$ cat src/rtl/regfile_read_port_if.sv
// Request/response handshake bundle between the read-port controller and
// its client: a two-operand read request in, two operands back out.
interface regfile_read_port_if #(
  parameter int ADDR_W = 4,
  parameter int DATA_W = 16
);
  logic              req_valid;
  logic              req_ready;
  logic [ADDR_W-1:0] src_reg1;
  logic [ADDR_W-1:0] src_reg2;
  logic              rsp_valid;
  logic              rsp_ready;
  logic [DATA_W-1:0] rsp_data1;
  logic [DATA_W-1:0] rsp_data2;

  // Client side: issues requests and consumes operands.
  modport master (
    output req_valid, src_reg1, src_reg2, rsp_ready,
    input  req_ready, rsp_valid, rsp_data1, rsp_data2
  );

  // Controller side.
  modport slave (
    input  req_valid, src_reg1, src_reg2, rsp_ready,
    output req_ready, rsp_valid, rsp_data1, rsp_data2
  );
endinterface

$ cat src/rtl/regfile_read_port.sv
// Read-side controller for the bit-cell register file. Decodes latched
// register IDs into one-hot wordlines for one cycle (DRIVE), samples the
// bitlines at the end of that cycle and holds the operands in RESP until
// the consumer takes them. R0 and out-of-range IDs read as zero; a write to
// the same register during DRIVE is forwarded instead of the stale bitline.
module regfile_read_port #(
  parameter int NUM_REGS = 16,
  parameter int ADDR_W   = 4,
  parameter int DATA_W   = 16
) (
  input  logic                clk,
  input  logic                rst,
  regfile_read_port_if.slave  bus,
  input  logic                wr_en,
  input  logic [ADDR_W-1:0]   wr_reg,
  input  logic [DATA_W-1:0]   wr_data,
  output logic [NUM_REGS-1:0] read_en1,
  output logic [NUM_REGS-1:0] read_en2,
  input  logic [DATA_W-1:0]   bitline1,
  input  logic [DATA_W-1:0]   bitline2
);

  localparam logic [1:0] IDLE  = 2'd0;
  localparam logic [1:0] DRIVE = 2'd1;
  localparam logic [1:0] RESP  = 2'd2;

  logic [1:0]          state_q, state_d;
  logic [ADDR_W-1:0]   id1_q, id1_d, id2_q, id2_d;
  logic [NUM_REGS-1:0] read_en1_q, read_en1_d, read_en2_q, read_en2_d;
  logic                rsp_valid_q, rsp_valid_d;
  logic [DATA_W-1:0]   rsp_data1_q, rsp_data1_d, rsp_data2_q, rsp_data2_d;
  logic                req_ready;
  logic                accept;

  // Row 0 is hard-wired zero and rows past NUM_REGS do not exist, so
  // neither ever gets a wordline.
  function automatic logic [NUM_REGS-1:0] decode(input logic [ADDR_W-1:0] id);
    logic [NUM_REGS-1:0] oh;
    oh = '0;
    for (int i = 1; i < NUM_REGS; i++) begin
      if (id == ADDR_W'(i)) oh[i] = 1'b1;
    end
    return oh;
  endfunction

  // A register with no wordline reads as zero; otherwise a same-cycle write
  // wins over the bitline, which still shows the pre-write cell value.
  function automatic logic [DATA_W-1:0] operand(
    input logic [ADDR_W-1:0] id,
    input logic [DATA_W-1:0] bl,
    input logic              we,
    input logic [ADDR_W-1:0] wreg,
    input logic [DATA_W-1:0] wdata
  );
    if (decode(id) == '0)         return '0;
    if (we && (wreg == id))       return wdata;
    return bl;
  endfunction

  // Ready in IDLE, or in RESP when the held response is leaving this edge.
  assign req_ready = (state_q == IDLE) || ((state_q == RESP) && bus.rsp_ready);
  assign accept    = bus.req_valid && req_ready;

  // Next-state and datapath for the IDLE -> DRIVE -> RESP sequence.
  always_comb begin
    // NOTE: every signal gets a default before the case so no path leaves it
    // unassigned; a missing default here would infer a latch.
    state_d     = state_q;
    id1_d       = id1_q;
    id2_d       = id2_q;
    read_en1_d  = '0;
    read_en2_d  = '0;
    rsp_valid_d = rsp_valid_q;
    rsp_data1_d = rsp_data1_q;
    rsp_data2_d = rsp_data2_q;

    case (state_q)
      IDLE: ;
      DRIVE: begin
        rsp_data1_d = operand(id1_q, bitline1, wr_en, wr_reg, wr_data);
        rsp_data2_d = operand(id2_q, bitline2, wr_en, wr_reg, wr_data);
        rsp_valid_d = 1'b1;
        state_d     = RESP;
      end
      RESP: begin
        if (bus.rsp_ready) begin
          rsp_valid_d = 1'b0;
          state_d     = IDLE;
        end
      end
      default: state_d = IDLE;
    endcase

    // Acceptance (from IDLE or back-to-back from RESP) overrides the above.
    if (accept) begin
      id1_d      = bus.src_reg1;
      id2_d      = bus.src_reg2;
      read_en1_d = decode(bus.src_reg1);
      read_en2_d = decode(bus.src_reg2);
      state_d    = DRIVE;
    end
  end

  // State registers; reset drops wordlines and the response immediately.
  always_ff @(posedge clk or posedge rst) begin
    if (rst) begin
      state_q     <= IDLE;
      id1_q       <= '0;
      id2_q       <= '0;
      read_en1_q  <= '0;
      read_en2_q  <= '0;
      rsp_valid_q <= 1'b0;
      rsp_data1_q <= '0;
      rsp_data2_q <= '0;
    end else begin
      // NOTE: non-blocking assignments so every flop samples the
      // pre-edge value of the others, independent of statement order.
      state_q     <= state_d;
      id1_q       <= id1_d;
      id2_q       <= id2_d;
      read_en1_q  <= read_en1_d;
      read_en2_q  <= read_en2_d;
      rsp_valid_q <= rsp_valid_d;
      rsp_data1_q <= rsp_data1_d;
      rsp_data2_q <= rsp_data2_d;
    end
  end

  assign read_en1      = read_en1_q;
  assign read_en2      = read_en2_q;
  assign bus.req_ready = req_ready;
  assign bus.rsp_valid = rsp_valid_q;
  assign bus.rsp_data1 = rsp_data1_q;
  assign bus.rsp_data2 = rsp_data2_q;

endmodule

$ cat src/flat_wrapper.sv
// flat-port wrapper written by rule: the top's interface ports become plain ports
module regfile_read_port_flat 
#(
  parameter int NUM_REGS = 16,
  parameter int ADDR_W   = 4,
  parameter int DATA_W   = 16
)
  (clk, rst, wr_en, wr_reg, wr_data, read_en1, read_en2, bitline1, bitline2, bus_req_valid, bus_src_reg1, bus_src_reg2, bus_rsp_ready, bus_req_ready, bus_rsp_valid, bus_rsp_data1, bus_rsp_data2);
  regfile_read_port_if #(.ADDR_W(ADDR_W), .DATA_W(DATA_W)) bus_i ();
  input  logic clk;
  input  logic rst;
  input  logic wr_en;
  input  logic [ADDR_W-1:0] wr_reg;
  input  logic [DATA_W-1:0] wr_data;
  output logic [NUM_REGS-1:0] read_en1;
  output logic [NUM_REGS-1:0] read_en2;
  input  logic [DATA_W-1:0] bitline1;
  input  logic [DATA_W-1:0] bitline2;
  input wire logic [$bits(bus_i.req_valid)-1:0] bus_req_valid;
  input wire logic [$bits(bus_i.src_reg1)-1:0] bus_src_reg1;
  input wire logic [$bits(bus_i.src_reg2)-1:0] bus_src_reg2;
  input wire logic [$bits(bus_i.rsp_ready)-1:0] bus_rsp_ready;
  output wire logic [$bits(bus_i.req_ready)-1:0] bus_req_ready;
  output wire logic [$bits(bus_i.rsp_valid)-1:0] bus_rsp_valid;
  output wire logic [$bits(bus_i.rsp_data1)-1:0] bus_rsp_data1;
  output wire logic [$bits(bus_i.rsp_data2)-1:0] bus_rsp_data2;
  assign bus_i.req_valid = bus_req_valid;
  assign bus_i.src_reg1 = bus_src_reg1;
  assign bus_i.src_reg2 = bus_src_reg2;
  assign bus_i.rsp_ready = bus_rsp_ready;
  assign bus_req_ready = bus_i.req_ready;
  assign bus_rsp_valid = bus_i.rsp_valid;
  assign bus_rsp_data1 = bus_i.rsp_data1;
  assign bus_rsp_data2 = bus_i.rsp_data2;
  regfile_read_port #(.NUM_REGS(NUM_REGS), .ADDR_W(ADDR_W), .DATA_W(DATA_W)) u_core (.clk(clk), .rst(rst), .bus(bus_i), .wr_en(wr_en), .wr_reg(wr_reg), .wr_data(wr_data), .read_en1(read_en1), .read_en2(read_en2), .bitline1(bitline1), .bitline2(bitline2));
endmodule
$ cat config.mk
export PLATFORM = sky130hd
export DESIGN_NAME = regfile_read_port_flat
export DESIGN_NICKNAME = d
export VERILOG_FILES = /design/src/rtl/regfile_read_port_if.sv /design/src/rtl/regfile_read_port.sv /design/src/flat_wrapper.sv
export SDC_FILE = /design/constraint.sdc
export NUM_CORES = 1
export LEC_CHECK = 0
export ABC_AREA = 0
export CORE_MARGIN = 5
export CORE_UTILIZATION = 43
export CTS_BUF_LIST = sky130_fd_sc_hd__clkbuf_8
export CTS_CLUSTER_SIZE = 10
export DETAILED_ROUTE_END_ITERATION = 10
export PLACE_DENSITY = 0.82
export SYNTH_ARGS = -nofsm -noshare
export SYNTH_HDL_FRONTEND = slang
export SYNTH_SLANG_ARGS = --single-unit
$ cat constraint.sdc
create_clock -name clk -period 5.4 [get_ports clk]
set_clock_uncertainty 0.15 [all_clocks]
set_input_delay 0.81 -clock clk [delete_from_list [all_inputs] [get_ports clk]]
set_output_delay 0.81 -clock clk [all_outputs]
set_load 0.02 [all_outputs]
======== After elaboration in Yosys (flattened, before gate mapping) ========
Index checks and enable logic that the tools add are counted.
Widths: inputs -> output; s select.
storage, ports and cells
  flip-flop bits (word level) ............. 75
  word-level logic and storage cells ...... 201
  input bits .............................. 65
  output and inout port bits .............. 66
cells by class
  mux-type cells .......................... 115
  reductions and logical operators ........ 11
  eq/ne operators ......................... 67
operators by type and width
  operator            number
  $mux 16             10
  $eq 4x4->1 const B  32
  $mux 1              101
  $eq 4x3->1 const B  16
  $eq 4x2->1 const B  8
  $logic_not 15->1    2
  $eq 4x1->1 const B  4
  $eq 4x4->1          2
  $pmux 2 s3          1
  $logic_and 1x1->1   4
  $mux 2              2
  $reduce_and 2->1    2
  $ne 3x2->1 const B  1
  $eq 2x1->1 const B  1
  $eq 2x2->1 const B  1
  $logic_not 2->1     1
  $ne 2x1->1 const B  1
  $ne 2x2->1 const B  1
  $pmux 1 s2          1
  $reduce_bool 2->1   1
  $logic_or 1x1->1    1

======== Depth between registers and ports, before layout ========
Gate-level depths: netlist of run 1.
  depth in word-level cells ............... 10
  depth in mapped cells ................... 7
  gate-level depth less buffers ........... 6

======== Worst setup path after synthesis of run 1 ========
OpenSTA, ideal clock, no wires.
  path kind ............................... input to register
  start point ............................. input port wr_reg[3]
  end point ............................... register u_core.rsp_data2_q[0], in the netlist u_core.bus.rsp_data2[0]
  slack ................................... 3.207 ns
  library setup time ...................... 0.128 ns
  buffers on the path ..................... 2
  cell stages on the path ................. 6
  required time ........................... 5.122 ns
  arrival time ............................ 1.915 ns
  cells stage by stage .................... nor2b_1 -> a2111oi_4 -> and2_1 -> buf_4 -> buf_12 -> o211ai_2
between the ends
  word-level cells in the longest chain between the ends .. 7
  elaborated cells between the ends (all ways) .. 8
  classes of those cells .................. eq/ne (1); mux (6); reduce/logical (1)
ends and longest elaborated chain
  element                 RTL line                  source
  start: declaration      flat_wrapper.sv:13        input logic [ADDR_W-1:0] wr_reg;
  $eq 4x4->1 *            regfile_read_port.sv:56   if (we && (wreg == id)) return wdata;
  $logic_and 1x1->1 *     regfile_read_port.sv:56
  $mux 1 (2 in series)    regfile_read_port.sv:56
  $mux 1                  regfile_read_port.sv:77   case (state_q)
  $mux 16 *               regfile_read_port.sv:57   return bl;
  $mux 16 *               regfile_read_port.sv:56
  end signal: assignment  regfile_read_port.sv:125  rsp_data2_q <= rsp_data2_d;
  end: declaration        regfile_read_port.sv:31   logic [DATA_W-1:0] rsp_data1_q, rsp_data1_d, rsp_data2_q, rsp_data2_d;
Mark *: on every way between the ends. The rest lies on a longest branch, timed or not. The select of a mux whose other input is x is not followed.
A chain may end at the register's enable or synchronous reset.

======== Worst setup path in the final report of run 1 ========
  start point ............................. input port bus_rsp_ready
  end point ............................... output port bus_req_ready
between the ends
  word-level cells in the longest chain between the ends .. 2
ends and longest elaborated chain
  element             RTL line                 source
  start: declaration  flat_wrapper.sv:22       input wire logic [$bits(bus_i.rsp_ready)-1:0] bus_rsp_ready;
  $logic_and 1x1->1   regfile_read_port.sv:61  assign req_ready = (state_q == IDLE) || ((state_q == RESP) && bus.rsp_ready);
  $logic_or 1x1->1    regfile_read_port.sv:61
  end: declaration    flat_wrapper.sv:23       output wire logic [$bits(bus_i.req_ready)-1:0] bus_req_ready;
No other way between the ends.

==> metrics.txt, run 1 <==
status finished, final reports clean; Synth Cell Area 3280 um^2; synthesized instance count between 300 and 400; Initial Util 44.7%; # diodes 0; CP endpoint kind primary output; PortBufs 128; Die W 97.3 um; sequential fraction of the synthesis area 55.8%; delay-heaviest family, CP buffers and inverters; Period minus WS final approximately 3200 ps; global route total overflow 0; post-layout util around two thirds; clock latency on the worst-skew pair 340 ps; largest net degree at the start of global routing 74; DRC viols 0; dominant synthesized flop cell dfrtp_1; H-tree lvl count 3; Syn. warnings 0; vias in the first global route 2883; Core Region 7330 um^2; vias per std cell 5.25; synth top area cells dfrtp_1 56%, nand2_1 8.0%, o211ai_2 7.6%; GRT Util Overall 19.9%; Final TNS setup 0 ps; Avg WL per Cell 17.3 um; LEAKAGE 2.01 nW; IO Count 131; clk root buf clkbuf_8; area growth from synthesis to layout 47.2%; filler instances between 500 and 600; fin cells around 530; CTS tree done; layout net count about 500; Num CTS Buffers 9; final cycle utilization of the critical path 58.8%; Post-CTS Setup Bufs 0; Synth area leader dfrtp_1; Yosys cell types 27; Die Area 9460 um^2; Post-synth EDFFs 0; DPL Wire Length between 6 and 7 mm; Max Slew Vio Count 0; Post-Place Cells 518; worst path bufs/invs 2; Fin. Hold Viols 0; Yosys reg bits 73; ratio of cells with drive above 1 in the final layout 11.5%; Detailed Routing Iterations Pass 1 4; Routed WL 9.26 mm; critical-path maximum fanout 3; Die Height 97.3 um; Core Rows 31; Clk pin slew, worst setup/hold paths 80 ps; drt initial violations 157; Post-synth ARST share 100%; Slew @ Worst Pin 1180 ps; register area ~1800 um^2; via count 2802; GP Congestion 0.845; Fmax ~310 MHz; worst hold slack 344 ps; initial antenna violation count 0; remaining antenna violation count after routing 0; top cell type's share of synthesized area a little under three fifths; startpoint types primary input; CTS Hold Buffers Added 0; Resized Gates After CTS 0; crit path cell chain clkdlybuf4s50_1, nor2b_1, nor2_1, clkdlybuf4s50_1; clk buf depth 2; multi-input logic area 1310 um^2; Tightest Hold Check Type reg2reg; # clock sinks 73; most used cell, CP clkdlybuf4s50_1; Setup CP Type in2out; slew margin rel. 21.5%; Worst path slowest cell clkdlybuf4s50_1; total power per unit cell area roughly 420 nW/um^2; VDD IR max 0.000228 V; first-pass GRT wire length approximately 15 mm; CP required 4440 ps; # setup viols final 0; critical path arrival 2220 ps; synthesized area per cell 10.6 um^2; Max Cap Viol 0; RSZ-0062 raised after global routing no; CP peak stage delay ~650 ps
## through the flow
stage	worst slack [ps]	power, mW	instance area (um^2)
CTS	2220	2.06	4820
global route	2100	2.16	4820
floorplan	2590	1.18	3280
finish	2220	2.04	4820
detailed placement	1900	1.53	4570
global placement	2020	1.51	4570
## layer usage
metal / vias to the layer above / global-route usage (%) / part of all wire, %
met1: 1366 / 26.8 / 44
met4: 0 / 6.60 / 1.2
li1: 1336 / - / -
met5: - / 0 / 0
met2: 89 / 31.8 / 50
met3: 11 / 4.88 / 5.1
## cell usage after synthesis (5+ instances only)
cell type,instances
nor3_1,6
buf_4,5
nor4_1,8
clkbuf_1,10
mux2_2,6
nor2b_1,5
o211ai_2,20
nor2_1,21
nand2_1,70
o211ai_1,12
dfrtp_1,73
nand4_1,32
nand2b_1,10
## kinds of logic (layout without fill, tap and decap cells)
kind of cell | Yosys count | after routing | share of synthesized area (%)
multiplexers | 6 | 6 | 2.06
AO/OA/AOI/OAI | 41 | 41 | 13.5
flip-flops | 73 | 73 | 55.8
buffers and inverters | 26 | 151 | 4.55
other | 1 | 2 | 0.114
XOR/XNOR | 2 | 2 | 0.535
AND/OR/NAND/NOR | 160 | 160 | 23.5
## where the power goes
part           internal [mW]  total (mW)  switching (mW)
logic                  0.348       0.751           0.403
clock network          0.312       0.525           0.214
registers              0.678       0.766          0.0876
total                   1.34        2.04           0.704
## worst min-delay path: cells and delay by family, from the launching register on
| family | cells | cell delay [ps] |
|---|---|---|
| AND/OR/NAND/NOR | 1 | 60 |
| flip-flops | 1 | 350 |
| AO/OA/AOI/OAI | 1 | 50 |
## layout by cell type, fill, tap and decap left out, types with 3 or more instances in the layout
| cell | instances |
|---|---|
| inv_1 | 3 |
| nor3_1 | 6 |
| nand2b_1 | 10 |
| dfrtp_1 | 73 |
| nor2b_1 | 5 |
| bufinv_16 | 3 |
| o211ai_1 | 12 |
| nor4_1 | 8 |
| mux2_2 | 6 |
| nand3b_1 | 4 |
| nand2_1 | 70 |
| o211ai_2 | 20 |
| clkdlybuf4s50_1 | 128 |
| nor2_1 | 19 |
| nand4_1 | 32 |
| o21ai_0 | 3 |
| clkbuf_8 | 9 |
## cell type report
class	instances	area share, %
inverters	5	0.389
multi-input cells	211	27.1
clock buffers	9	2.57
well taps	99	2.57
repair buffers	130	26.9
flip-flops and latches	73	37.9
clock inverters	7	2.59
## worst paths after layout
check	startpoint	end	slack (ps)	depth (start not counted)
max in group asynchronous	rst	u_core.bus.rsp_data1[3]	3610	3
worst max-delay path	bus_rsp_ready	bus_req_ready	2220	4
worst min register to register	u_core.bus.rsp_data2[8]	u_core.bus.rsp_data2[8]	340	2
min in group asynchronous	rst	u_core.bus.rsp_data2[8]	910	3
worst max register to register	u_core.id1_q[3]	u_core.bus.rsp_data1[10]	2790	4
worst min-delay path	u_core.bus.rsp_data2[8]	u_core.bus.rsp_data2[8]	340	2
## registers in the layout (all words and copies together) (netlist names)
name / flops
u_core.bus.rsp_valid: 1
u_core.id2_q: 4
u_core.bus.rsp_data1: 16
u_core.id1_q: 4
u_core.bus.rsp_data2: 16
u_core.read_en1: 15
u_core.read_en2: 15
u_core.state_q: 2
Note: power is estimated with default switching activity, not from simulation.
==> run 2, diff against run 1 <==
Settings changed: CORE_UTILIZATION 43 to 40, PLACE_DENSITY 0.82 to 0.8.
Clock period 5.4 ns to 2.7 ns, I/O delays scaled along.
==> run 2 against run 1 <==
  * Utilization is 5.3 points lower
  * Non-clock buffer count is 8 higher
  * Critical path depth stayed put
  * Worst hold slack worse by 41 ps
  * Worst setup slack worse by 1800 ps
  * Largest power group is now combinational cells
==> metrics.txt, run 2 (synthesized netlist as in run 1, its figures left out) <==
via count 2880; Routed WL 9.58 mm; register area about 1800 um^2; critical path arrival 1700 ps; vias in the first global route 3073; CTS tree done; Clk pin slew, worst setup/hold paths 80 ps; CP endpoint kind primary output; drt initial violations a little over 80; clk buf depth 2; Num CTS Buffers 9; Post-Place Cells 532; remaining antenna violation count after routing 0; Setup crit start bus_rsp_ready; Die Height between 100 and 150 um; fin cells between 500 and 600; leading cell types in the layout, fill and taps excluded 128 x clkdlybuf4s50_1, 73 x dfrtp_1, 70 x nand2_1; Initial Util 40.5%; multi-input logic area ~1300 um^2; Max Cap Viol 0; IO Count 131; # clock sinks 73; Worst R2R Start u_core.state_q[1]; RSZ-0062 raised after global routing no; Core Rows 33; vias per std cell 5.26; LEAKAGE 2.05 nW; Die Area 10100 um^2; area growth from synthesis to layout 49.5%; # diodes 0; clock latency on the worst-skew pair 330 ps; critical-path maximum fanout 3; ratio of cells with drive above 1 in the final layout 12.9%; total power per unit cell area 835 nW/um^2; filler instances 707; status finished, final reports clean; GP Congestion 0.804; H-tree lvl count 3; GRT Util Overall around 19%; CP required ~2100 ps; Final TNS setup 0 ps; Fmax about 440 MHz; layout net count 503; commonest non-fill, non-tap cell in the layout clkdlybuf4s50_1; Avg WL per Cell 17.5 um; # setup viols final 0; Setup CP Type in2out; Max Slew Vio Count 0; clk root buf clkbuf_8; global route total overflow 0; PortBufs between 100 and 150; initial antenna violation count 0; startpoint types primary input; Post-CTS Setup Bufs 0; final cycle utilization of the critical path 83.6%; Resized Gates After CTS 0; largest net degree at the start of global routing 74; Die W about 100 um; Period minus WS final 2260 ps; Detailed Routing Iterations Pass 1 6; Tightest Hold Check Type in2async; DRC viols 0; Core Region roughly 8100 um^2; post-layout util about three fifths; Fin. Hold Viols 0; CTS Hold Buffers Added 0; VDD IR max approximately 0.00042 V; DPL Wire Length 7.17 mm; first-pass GRT wire length about 15 mm
==> run 2: changes by cell type in the layout (fill, tap and decap cells not counted) <==
cell        delta
buf_4          +7
inv_1          +1
inv_6          -1
buf_12         +1
clkinvlp_4     +1
clkinv_4       -1
==> run 2: area by class of cell <==
class | instances | share of cell area, %
flip-flops and latches | 73 | 37.3
repair buffers | 138 | 28.0
multi-input cells | 211 | 26.7
well taps | 105 | 2.68
clock buffers | 9 | 2.53
clock inverters | 7 | 2.43
inverters | 5 | 0.383
==> run 2: path summary, 6_finish.rpt <==
check	end	slack, ps	cells after the start
min in group clk	u_core.bus.rsp_data1[3]	340	2
max in group asynchronous	u_core.bus.rsp_data1[1]	1760	3
worst min register to register	u_core.bus.rsp_data1[3]	340	2
worst min-delay path	u_core.bus.rsp_data2[0]	300	3
worst max register to register	u_core.id2_q[2]	850	5
worst max-delay path	bus_req_ready	440	4
==> run 2: worst max-delay path, stage by stage <==
cell,delay [ps]
clkdlybuf4s50_1,500
nor2b_1,60
nor2_1,120
clkdlybuf4s50_1,620
==> run 2: metal layers <==
metal  global-route usage [%]  wire [um]  up-vias
met1                     24.2       3880     1389
met4                     4.97        115        0
met3                     6.23        993        9
met5                        0          0        -
met2                     32.3       4590      131
li1                         -          -     1351
==> run 2: stage by stage <==
step	power, mW	hold WS, ps	setup slack [ps]	area [um^2]
floorplan	2.35	318	292	3280
global placement	3.05	322	470	4650
detailed placement	3.10	329	436	4650
CTS	4.13	326	438	4900
global route	4.29	350	388	4900
finish	4.09	303	444	4900
==> run 2: power by group <==
part           internal [mW]  total [mW]  switching, mW
registers               1.36        1.52          0.165
clock network          0.615        1.02          0.406
logic                  0.723        1.55          0.822
total                   2.69        4.09           1.39
==> run 3, diff against run 2 <==
Settings changed: CORE_UTILIZATION 40 to 43, PLACE_DENSITY 0.8 to 0.82.
Clock period 2.7 ns to 2.1 ns, I/O delays scaled along.
==> run 3 against run 2 <==
  * Die area down 6.3%
  * Largest cell class unchanged
  * Critical path type is now reg2reg
  * Worst hold slack worse by 110 ps
  * Sequential share of layout area decreased by 0.26 points
==> metrics.txt, run 3 (synthesized netlist as in run 1, its figures left out) <==
slew margin rel. 55.8%; total power per unit cell area 1060 nW/um^2; IO Count 131; Final Power around 5.2 mW; VDD IR max 0.000556 V; Setup CP Type reg2reg; Setup crit start u_core.state_q[1]; met2 usage 31.6%; via count 2849; area growth from synthesis to layout 50.6%; layout net count 504; first-pass GRT wire length approximately 15 mm; H-tree lvl count 3; Setup crit end u_core.bus.rsp_data1[8]; LEAKAGE slightly above 2 nW; Max Slew Vio Count 0; CTS Hold Buffers Added 0; remaining antenna violation count after routing 0; clk buf depth 2; Die Area 9460 um^2; # diodes 0; GRT met1 Usage 27.6%; ratio of cells with drive above 1 in the final layout 13.3%; Tightest Hold Check Type in2async; DPL Wire Length 7.13 mm; initial antenna violation count 0; Worst R2R Start u_core.state_q[1]; fin cells 543; largest net degree at the start of global routing 35; clock latency on the worst-skew pair ~330 ps; Fmax 524 MHz; Reg2Reg Depth 6; Initial Util 44.7%; GRT Max-Usage Layer met2; met3 Usage GRT 4.24%; critical path arrival ~2000 ps; status finished, final reports clean; Core Rows 31; commonest non-fill, non-tap cell in the layout clkdlybuf4s50_1; # setup viols final 0; clk root buf clkbuf_8; Die Height 97.3 um; Slew @ Worst Pin between 600 and 700 ps; DP Area between 4000 and 5000 um^2; Num CTS Buffers 9; leading cell types in the layout, fill and taps excluded 127 x clkdlybuf4s50_1, 73 x dfrtp_1, 70 x nand2_1; worst r2r dst u_core.bus.rsp_data1[8]; Fin. Hold Viols 0; vias in the first global route 2915; GP Congestion 0.848; GRT Util Overall between 20% and 30%; critical-path maximum fanout 34; CP endpoint kind flip-flop; Core Region 7330 um^2; Post-Place Cells 527; Max Cap Viol 0; DRC viols 0; RSZ-0062 raised after global routing no; CP required 2210 ps; reg-to-reg setup timing slack between 150 and 200 ps; PortBufs 128; drt initial violations 167; Avg WL per Cell ~17 um; final cycle utilization of the critical path 90.9%; CTS tree done; vias per std cell 5.25; startpoint types flip-flop; Clk pin slew, worst setup/hold paths 90 ps; post-layout util 67.3%; Period minus WS final 1910 ps; Die W 97.3 um; global route total overflow 0; Routed WL ~9.4 mm; Detailed Routing Iterations Pass 1 5; post-route cell area 4930 um^2; # clock sinks 73
-- run 3: through the flow --
stage	worst slack, ps	hold slack (ps)	setup TNS, ps
2_1_floorplan	237	236	0
3_3_place_gp	-32.2	317	-32.2
3_5_place_dp	-29.2	320	-57.3
4_1_cts	205	205	0
5_1_grt	71.0	240	0
6_report	191	197	0
-- run 3: worst max-delay path, cell delays in order (launching register included) --
cell and delay (ps):
dfrtp_1 420, nand2b_1 210, buf_4 270, nor2_2 140
buf_4 290, nand4_1 220, o211ai_2 120
-- run 3: report_power, final --
part | switching (mW) | internal [mW]
Clock | 0.561 | 0.719
Combinational | 1.05 | 0.939
Sequential | 0.218 | 1.74
-- run 3: worst min path at each step --
stage | startpoint | endpoint | slack (ps) | depth (start not counted)
2_1_floorplan | bus_src_reg1[1] | u_core.read_en1[12] | 240 | 1
3_3_place_gp | u_core.bus.rsp_data1[1] | u_core.bus.rsp_data1[1] | 320 | 2
3_5_place_dp | u_core.bus.rsp_data1[4] | u_core.bus.rsp_data1[4] | 320 | 2
4_1_cts | rst | u_core.bus.rsp_valid | 200 | 2
5_1_grt | rst | u_core.read_en2[2] | 240 | 2
6_report | rst | u_core.bus.rsp_valid | 200 | 2
-- run 3: metal layers --
metal  wire length (um)  vias to the layer above  share of wire, %
li1                   -                     1357                 -
met1               4240                     1407                45
met2               4670                       73                50
met3                353                       12               3.7
met4                165                        0               1.7
met5                  0                        -                 0
-- run 3: repair_timing --
item,4_1_cts,5_1_grt
endpoints found under the setup margin,7,0
resized for setup,2,0
setup buffers,0,0
-- run 3: cell type report --
type                    instances  area [um^2]
fillers                       553         2400
flip-flops and latches         73         1830
repair buffers                139         1410
multi-input cells             211         1310
clock buffers                  10          138
well taps                      99          124
clock inverters                 6         95.1
inverters                       5         22.5
